## src/rtl/pov_pkg.sv

```systemverilog
// Shared definitions for the persistence-of-vision pipeline (revolution timer and theta stage).
package pov_pkg;

  localparam int POV_CLK_HZ       = 24_000_000;
  localparam int POV_PERIOD_WIDTH = 24;

  typedef enum logic [1:0] {
    S_WAIT_FIRST = 2'd0,
    S_MEASURE    = 2'd1,
    S_LOCKED     = 2'd2
  } rev_state_t;

endpackage

```

## src/rtl/ir_input_filter.sv

```systemverilog
// IR input conditioning: synchronizer, polarity normalize, MIN_HIGH run-length glitch filter.
// Level changes SYNC_STAGES+MIN_HIGH-1 edges after the first qualifying sample; no backpressure.
module ir_input_filter #(
  parameter int SYNC_STAGES    = 2,
  parameter int MIN_HIGH       = 16,
  parameter bit IR_ACTIVE_HIGH = 1'b1
) (
  input  logic clk_in,
  input  logic rst_in,
  input  logic i_ir,
  output logic o_level,
  output logic o_rise
);

  localparam int              CW      = $clog2(MIN_HIGH + 1);
  localparam logic [CW-1:0]   LP_LAST = CW'(MIN_HIGH - 1);

  logic [SYNC_STAGES-1:0] r_sync;
  logic [CW-1:0]          r_run;
  logic                   r_level;
  logic                   r_rise;
  logic                   w_act;

  assign w_act = IR_ACTIVE_HIGH ? r_sync[SYNC_STAGES-1] : ~r_sync[SYNC_STAGES-1];

  // r_run counts consecutive samples disagreeing with the current qualified level.
  always_ff @(posedge clk_in or negedge rst_in) begin
    if (!rst_in) begin
      r_sync  <= '0;
      r_run   <= '0;
      r_level <= 1'b0;
      r_rise  <= 1'b0;
    end else begin
      r_sync <= {r_sync[SYNC_STAGES-2:0], i_ir};
      r_rise <= 1'b0;
      if (w_act == r_level) begin
        r_run <= '0;
      end else if (r_run == LP_LAST) begin
        r_run   <= '0;
        r_level <= w_act;
        r_rise  <= w_act;
      end else begin
        r_run <= r_run + CW'(1);
      end
    end
  end

  assign o_level = r_level;
  assign o_rise  = r_rise;

endmodule

```

## src/rtl/ir_rev_timer.sv

```systemverilog
// Revolution timer: filters the IR trip, measures period, reports index/lock/stall.
// index_pulse lands SYNC_STAGES+MIN_HIGH cycles after the first active sample; strobes only, no backpressure.
module ir_rev_timer
  import pov_pkg::*;
#(
  parameter int PERIOD_WIDTH   = POV_PERIOD_WIDTH,
  parameter int SYNC_STAGES    = 2,
  parameter int MIN_HIGH       = 16,
  parameter int MIN_PERIOD     = POV_CLK_HZ / 100,
  parameter int STALL_CYCLES   = (1 << POV_PERIOD_WIDTH) - 1,
  parameter int TOL_SHIFT      = 3,
  parameter bit IR_ACTIVE_HIGH = 1'b1
) (
  input  logic                    clk_in,
  input  logic                    rst_in,
  input  logic                    ir_tripped,
  output logic                    index_pulse,
  output logic [PERIOD_WIDTH-1:0] period,
  output logic                    period_valid,
  output logic                    locked,
  output logic                    stalled,
  output logic [15:0]             rev_count
);

  localparam int                    DW       = PERIOD_WIDTH + 1;
  localparam logic [PERIOD_WIDTH-1:0] LP_STALL = PERIOD_WIDTH'(STALL_CYCLES);
  localparam logic [PERIOD_WIDTH-1:0] LP_MINP  = PERIOD_WIDTH'(MIN_PERIOD);

  rev_state_t              r_state;
  rev_state_t              w_state_nxt;
  logic [PERIOD_WIDTH-1:0] r_cnt;
  logic [PERIOD_WIDTH-1:0] r_prev;
  logic [PERIOD_WIDTH-1:0] r_period;
  logic                    r_prev_vld;
  logic                    r_index;
  logic                    r_pvld;
  logic                    r_locked;
  logic                    r_stalled;
  logic [15:0]             r_rev;

  logic                    w_qual_level;
  logic                    w_qual_rise;
  logic                    w_trip;
  logic                    w_stall_hit;
  logic                    w_first;
  logic                    w_accept;
  logic                    w_in_tol;
  logic signed [DW-1:0]    w_diff;
  logic [DW-1:0]           w_abs;
  logic [DW-1:0]           w_tol;

  ir_input_filter #(
    .SYNC_STAGES    (SYNC_STAGES),
    .MIN_HIGH       (MIN_HIGH),
    .IR_ACTIVE_HIGH (IR_ACTIVE_HIGH)
  ) u_filter (
    .clk_in  (clk_in),
    .rst_in  (rst_in),
    .i_ir    (ir_tripped),
    .o_level (w_qual_level),
    .o_rise  (w_qual_rise)
  );

  assign w_trip   = w_qual_rise & w_qual_level;
  assign w_diff   = $signed({1'b0, r_cnt}) - $signed({1'b0, r_prev});
  assign w_abs    = w_diff[DW-1] ? $unsigned(-w_diff) : $unsigned(w_diff);
  assign w_tol    = {1'b0, r_prev >> TOL_SHIFT};
  assign w_in_tol = r_prev_vld && (w_abs <= w_tol);

  // A trip landing on the stall cycle is treated as the first trip of a new run.
  assign w_stall_hit = (r_state != S_WAIT_FIRST) && (r_cnt == LP_STALL);
  assign w_first     = (r_state == S_WAIT_FIRST) || w_stall_hit;
  assign w_accept    = w_trip && (w_first || (r_cnt >= LP_MINP));

  always_ff @(posedge clk_in or negedge rst_in) begin
    if (!rst_in) begin
      r_state <= S_WAIT_FIRST;
    end else begin
      r_state <= w_state_nxt;
    end
  end

  always_comb begin
    w_state_nxt = r_state;
    if (w_accept) begin
      if (w_first)       w_state_nxt = S_MEASURE;
      else if (w_in_tol) w_state_nxt = S_LOCKED;
      else               w_state_nxt = S_MEASURE;
    end else if (w_stall_hit) begin
      w_state_nxt = S_WAIT_FIRST;
    end
  end

  always_ff @(posedge clk_in or negedge rst_in) begin
    if (!rst_in) begin
      r_cnt      <= '0;
      r_prev     <= '0;
      r_prev_vld <= 1'b0;
      r_period   <= '0;
      r_index    <= 1'b0;
      r_pvld     <= 1'b0;
      r_locked   <= 1'b0;
      r_stalled  <= 1'b1;
      r_rev      <= '0;
    end else begin
      r_index  <= w_accept;
      r_pvld   <= w_accept && !w_first;
      r_locked <= (w_state_nxt == S_LOCKED);
      if (w_accept) begin
        r_cnt <= PERIOD_WIDTH'(1);
        r_rev <= r_rev + 16'd1;
      end else if (r_cnt != LP_STALL) begin
        r_cnt <= r_cnt + PERIOD_WIDTH'(1);
      end
      if (w_accept && w_first) begin
        r_prev_vld <= 1'b0;
        r_stalled  <= 1'b0;
      end else if (w_accept) begin
        r_period   <= r_cnt;
        r_prev     <= r_cnt;
        r_prev_vld <= 1'b1;
      end else if (w_stall_hit) begin
        r_prev_vld <= 1'b0;
        r_stalled  <= 1'b1;
      end
    end
  end

  assign index_pulse  = r_index;
  assign period       = r_period;
  assign period_valid = r_pvld;
  assign locked       = r_locked;
  assign stalled      = r_stalled;
  assign rev_count    = r_rev;

endmodule
```

## config.mk

```make
export PLATFORM = sky130hd
export DESIGN_NAME = ir_rev_timer
export DESIGN_NICKNAME = d
export VERILOG_FILES = /design/src/rtl/pov_pkg.sv /design/src/rtl/ir_input_filter.sv /design/src/rtl/ir_rev_timer.sv
export SDC_FILE = /design/constraint.sdc
export NUM_CORES = 1
export LEC_CHECK = 0
export BUFFER_PORTS_ARGS = -buffer_cell sky130_fd_sc_hd__buf_2
export CAP_MARGIN = 25
export CORE_ASPECT_RATIO = 0.75
export CORE_UTILIZATION = 55
export DETAILED_ROUTE_END_ITERATION = 10
export GPL_TIMING_DRIVEN = 0
export PLACE_DENSITY = 0.77
export SKIP_LAST_GASP = 1
export SYNTH_ARGS = -nofsm -noshare
export SYNTH_HDL_FRONTEND = slang
export SYNTH_SLANG_ARGS = --single-unit
```

## constraint.sdc

```tcl
create_clock -name clk_in -period 5.3 [get_ports clk_in]
set_input_delay 0.265 -clock clk_in [delete_from_list [all_inputs] [get_ports clk_in]]
set_output_delay 0.265 -clock clk_in [all_outputs]
set_load 0.01 [all_outputs]
```

* Word-level counts from Yosys, hierarchy flattened
Index checks and enable logic that the tools add are counted.
** Cells by class
- Add/subtract/negate cells :: 5
- $lt $le $gt $ge :: 2
- Equality and inequality tests :: 6
- Muxes and demuxes :: 17
- Bitwise gates (word level) :: 3
- Reductions and logical operators :: 16
** Operator list (number)
- 2-to-1 mux 24 bit :: 2
- <= comparator 25 x 21 -> 1 bit :: 1
- 2-to-1 mux 25 bit :: 1
- negator 25 bit :: 1
- subtractor 24 x 24 -> 25 bit :: 1
- adder 24 x 1 -> 24 bit (second input constant) :: 1
- equality test 24 bit (second input constant) :: 1
- >= comparator 24 x 18 -> 1 bit (second input constant) :: 1
- inequality test 24 bit (second input constant) :: 1
- adder 16 x 1 -> 16 bit (second input constant) :: 1
- 2-to-1 mux 5 bit :: 2
- 2-to-1 mux 1 bit :: 8
- 2-to-1 mux 2 bit :: 4
- AND reduction 2 bit :: 3
- nonzero test 2 bit :: 3
- adder 5 x 1 -> 5 bit (second input constant) :: 1
- equality test 5 x 4 -> 1 bit (second input constant) :: 1
- logical AND 1 bit :: 5
- nonzero test 3 bit :: 1
- equality test 2 bit (second input constant) :: 1
- logical NOT 2 bit :: 1
- logical OR 1 bit :: 2
- inequality test 2 x 1 -> 1 bit (second input constant) :: 1
- NOT 1 bit :: 2
- other kinds (3) :: 3
** Storage, ports and cells
- Register bits :: 80
- Input bits :: 3
- Output and inout bits :: 44
- Word-level logic and storage cells :: 62

* Depth between registers and ports, before layout
- Depth after elaboration :: 9
- Mapped depth :: 23
- Depth with buffers taken out :: 22

* Hierarchy
Synthesis repeated with hierarchy kept, for this count alone.
** Second synthesis, totals
- Cell total of the unflattened synthesis :: 666
- Area, all modules :: 5891.9 um^2
** By module, submodules not included
- ir_rev_timer :: times used 1, cells each 641, area each 5541.6 um^2, sequential area each 1778.0 um^2
- ir_input_filter :: times used 1, cells each 25, area each 350.3 um^2, sequential area each 225.2 um^2

* Worst setup path before layout
No wires, ideal clock.
- Path kind :: register -> register
- Start :: register r_cnt[0]
- End :: register r_locked (netlist: locked)
- Setup time :: 0.078 ns
- Arrival time :: 4.963 ns
- Required time :: 5.222 ns
- Setup slack :: 0.258 ns
- Cell stages (with the launch flop) :: 22
- Path buffers :: 1
- Clock period less this slack :: 5.042 ns
- Cell sequence :: dfrtp_1 inv_1 ha_1 fa_1 nand2b_1 a211o_1 and4_4 o2111ai_1 or4b_1 buf_2 or4_4 nor3_1 a21oi_1 xor2_1 ha_1 a21o_1 a21o_1 a21oi_1 a22oi_1 a211oi_1 o311a_1 o21bai_1
** Between the ends
- Longest elaborated chain between the ends :: 9
- Elaborated cells between the ends (all ways) :: 16
- Classes of those cells :: 2 x add/sub; 2 x order compare; 2 x eq/ne; 5 x mux; 5 x reduce/logical
** Ends and longest elaborated chain
- start, declared :: RTL line ir_rev_timer.sv:31 : logic [PERIOD_WIDTH-1:0] r_cnt;
- start signal, assigned :: RTL line ir_rev_timer.sv:113 : r_cnt <= r_cnt + PERIOD_WIDTH'(1);
- subtractor 24 x 24 -> 25 bit :: RTL line ir_rev_timer.sv:65 : assign w_diff = $signed({1'b0, r_cnt}) - $signed({1'b0, r_prev});
- negator 25 bit :: RTL line ir_rev_timer.sv:66 : assign w_abs = w_diff[DW-1] ? $unsigned(-w_diff) : $unsigned(w_diff);
- 2-to-1 mux 25 bit :: RTL line ir_rev_timer.sv:66
- <= comparator 25 x 21 -> 1 bit :: RTL line ir_rev_timer.sv:68 : assign w_in_tol = r_prev_vld && (w_abs <= w_tol);
- logical AND 1 bit :: RTL line ir_rev_timer.sv:68
- 2-to-1 mux 2 bit :: RTL line ir_rev_timer.sv:87 : else if (w_in_tol) w_state_nxt = S_LOCKED;
- 2-to-1 mux 2 bit :: RTL line ir_rev_timer.sv:86 : if (w_first) w_state_nxt = S_MEASURE;
- 2-to-1 mux 2 bit * :: RTL line ir_rev_timer.sv:85 : if (w_accept) begin
- equality test 2 bit * :: RTL line ir_rev_timer.sv:108 : r_locked <= (w_state_nxt == S_LOCKED);
- end signal, assigned :: RTL line ir_rev_timer.sv:108
- end, declared :: RTL line ir_rev_timer.sv:37 : logic r_locked;
Mark *: on every way between the ends. The rest lies on a longest branch, timed or not.
A chain may end at the register's enable or synchronous reset.

* Worst setup path after layout
Same ends and word-level chain as after synthesis.

==> flow_summary.toml <==
[outcome]
status = "finished, final reports clean"

[hold_path]
hp-start = "ir_tripped"
min_path_type = "input pin to flip-flop"
hold_path_depth = 1
min_to = "u_filter.r_sync[0]"

[layout]
fillers = 846
drive_gt1_share_pct = 17.0
final_util_pct = 65.5
antenna_cells = 0
final_cell_mix = "79 x dfrtp_1, 56 x nor2_1, 51 x nand2_1"
nNetsFinal = 796
area_growth_pct = 14.6
layout_commonest_cell = "dfrtp_1"
regArea_um2 = 2000
multiInputGateArea_um2 = 3770

[critical_path]
crit_buf_inv = 1
r2r_cells = 20
crit_fanout = 5
arrival_ns = 5.42
path_common_cell = "a21o_1"
critPathLaunchType = "flip-flop"
slowest_delay_ns = 0.52
r2r-start = "r_cnt[0]"
reg2reg_slack_ns = 0.13
timing.rr.end = "locked"
crit_chain = "inv_1 -> ha_2 -> fa_2 -> nand2b_4 -> a211o_1 -> and4_4 -> o2111ai_1 -> or4b_4 -> or4_4 -> nor3_4 -> a21oi_2 -> xor2_1 -> ha_1 -> a21o_1 -> a21o_1 -> a21oi_4 -> nand4_1 -> a211oi_2 -> o311a_1 -> o21bai_1"
worstSetupPathType = "flip-flop to flip-flop"
required_ns = 5.55
cp_top_family = "compound AO/OA/AOI/OAI gates"
worstSetupEndpointType = "flip-flop"
cpMaxStageDelayCell = "or4b_4"

[grt]
antenna_found_initial = 0
overflow = 0
grt_start_max_net_pins = 66
grt_pass1_vias = 5203
grt_use_total_pct = 29.0
grt_first_pass_wirelength_um = 25300

[logic_synthesis]
synth.area.top_cells = "dfrtp_1 33%, ha_1 11%, xnor2_1 5.8%"
synth-edff-count = 0
syn_area_um2 = 5930
synthArstFlopShare_pct = 100
ys_ff_latch = 80
synth_top_cell_by_area = "dfrtp_1"
synth.distinct_cells = 70
synthCells = 677
syn_nets = 731
ys.flop_type = "dfrtp_1"
yosysSeqAreaShare_pct = 33.8
avgSynthCellArea_um2 = 8.76
synth_warnings = 0
synth_top_area_share_pct = 33.3

[floorplan]
core_um2 = 10400
die_x_um = 122
die_area_um2 = 11200
start_util_pct = 57.2
fp.dieH_um = 91.9
rows = 32
ioPinCount = 47

[clock_network]
htree_levels = 3
clock-root-buffer = "clkbuf_16"
clock_latency_ns = 0.33
cts.path.max_buffers = 2
cts_tree = "yes"
cts.sinks = 80
cts_made_buffers = 9
cts.clk_slew.worst_paths_ns = 0.06

[placed_design]
dp_hpwl_um = 11700
io_buffers = 46
place_congestion = 0.962

[timing]
timing.final.crit_share_pct = 97.6
fin_skew_ns = 0.00698
final_hold_viol_count = 0
max_freq_mhz = 193
worst_pin_slew_ns = 0.655
finalSetupViolations = 0
whs_ns = 0.0404
relSlewSlack_pct = 56.3
fin_crit_ns = 5.17
drv_slew = 0

[routing]
vias_per_cell = 6.08
remaining_drc_errors = 0
wirelength_um = 15700
ant_nets = 0
drtIter0Drc = 438
wl_per_cell_um = 17.8
vias = 5368
drt-pass1-iter-count = 5

[power]
intPower_uw = 935
p_comb_share_pct = 1.7
switching_share_pct = 21.8
powerDensity_nw_per_um2 = 176
seq_power_share_pct = 51.4
clkPwrFrac_pct = 46.9
power_switching_uw = 261
p_leak_uw = 0.00328
worst_ir_drop_vdd_mv = 0.177

[run]
maxCapViolations = 0
worst max path at each step:
stage / start / endpoint / slack (ns) / depth (start not counted)
2_1_floorplan: r_cnt[0] / locked / 0.26 / 21
5_1_grt: r_cnt[0] / locked / -0.003 / 20
3_5_place_dp: r_cnt[0] / locked / -0.53 / 21
4_1_cts: r_cnt[0] / locked / 0.002 / 21
6_report: r_cnt[0] / locked / 0.13 / 20
3_3_place_gp: r_cnt[0] / locked / -0.48 / 21
layer usage:
metal | global-route usage, % | vias to the layer above | share of wire, %
li1 | - | 2567 | -
met1 | 40.3 | 2575 | 46
met2 | 46.8 | 213 | 47
met3 | 5.41 | 13 | 6.9
met4 | 6.48 | 0 | 0.59
met5 | 0 | - | 0
cells by family (layout without fill, tap and decap cells):
| family | after synthesis | count (layout) | share of synthesized area (%) |
|---|---|---|---|
| muxes | 23 | 23 | 4.33 |
| buffers and inverters | 64 | 134 | 4.20 |
| xor gates and xnor gates | 70 | 70 | 10.3 |
| and+or+nand+nor | 238 | 238 | 20.4 |
| DFF | 80 | 80 | 33.8 |
| AOI/OAI and AO/OA | 151 | 151 | 16.1 |
| adders and majority gates | 51 | 51 | 10.9 |
cell usage after synthesis (2+ instances only):
cell / count
dfrtp_1: 79
xor2_1: 31
and3_1: 11
a211o_1: 2
o31a_1: 2
nor2_1: 57
a21o_1: 10
nand2_1: 51
buf_1: 3
nand2b_1: 4
nand3b_1: 2
a41oi_1: 3
mux2_2: 21
xnor2_1: 39
clkbuf_1: 14
or3_1: 13
clkbuf_2: 3
a21boi_0: 2
nor4_1: 6
nand3_1: 27
or2_2: 3
o2111ai_1: 2
nor4b_1: 2
a22oi_1: 2
and4_1: 4
ha_1: 50
a21oi_1: 45
a31oi_1: 7
inv_1: 42
o21ai_0: 38
o21a_1: 7
o31ai_1: 3
nor2b_1: 5
nor3_1: 16
mux2i_1: 2
and2_1: 6
a211oi_1: 8
o211ai_1: 4
nand4_1: 20
sequential cells by signal (all words and copies together) (netlist names):
name,count
period_valid,1
r_state,2
period,24
u_filter.o_level,1
rev_count,16
r_cnt,24
u_filter.r_sync,2
index_pulse,1
r_prev_vld,1
u_filter.r_run,5
stalled,1
u_filter.o_rise,1
locked,1
power groups by stage:
stage	Combinational [µW]	Clock [µW]	Sequential, µW
after floorplan	3.57	0	626
after global placement	16.1	0	626
after CTS	20.9	568	615
final	19.9	562	615
after global routing	23.1	594	615
after detailed placement	19.7	0	626
stage by stage:
step	instance area (µm²)	TNS (ns)	setup WS [ns]	power [µW]	std cells
5_1_grt	6800	-0.00342	-0.00342	1230	883
4_1_cts	6700	0	0.00162	1200	879
6_report	6800	0	0.127	1200	883
2_1_floorplan	5930	0	0.258	630	677
3_3_place_gp	6330	-1.38	-0.475	642	859
3_5_place_dp	6360	-1.55	-0.530	646	860
what timing repair did:
item,in CTS,in global routing
gates resized for setup,11,16
endpoints found under the setup margin,3,3
pin swaps,4,12
setup buffers,2,8
hold endpoints to repair,15,0
hold buffers,1,0
cell type report:
type	count	share of cell area [%]
Clock inverter	7	0.700
Clock buffer	9	3.31
Buffer	18	1.18
Timing Repair Buffer	58	5.08
Inverter	42	2.32
Sequential cell	80	29.5
Multi-Input combinational cell	533	55.4
Tap cell	136	2.50
(Power assumes the default switching activity.)
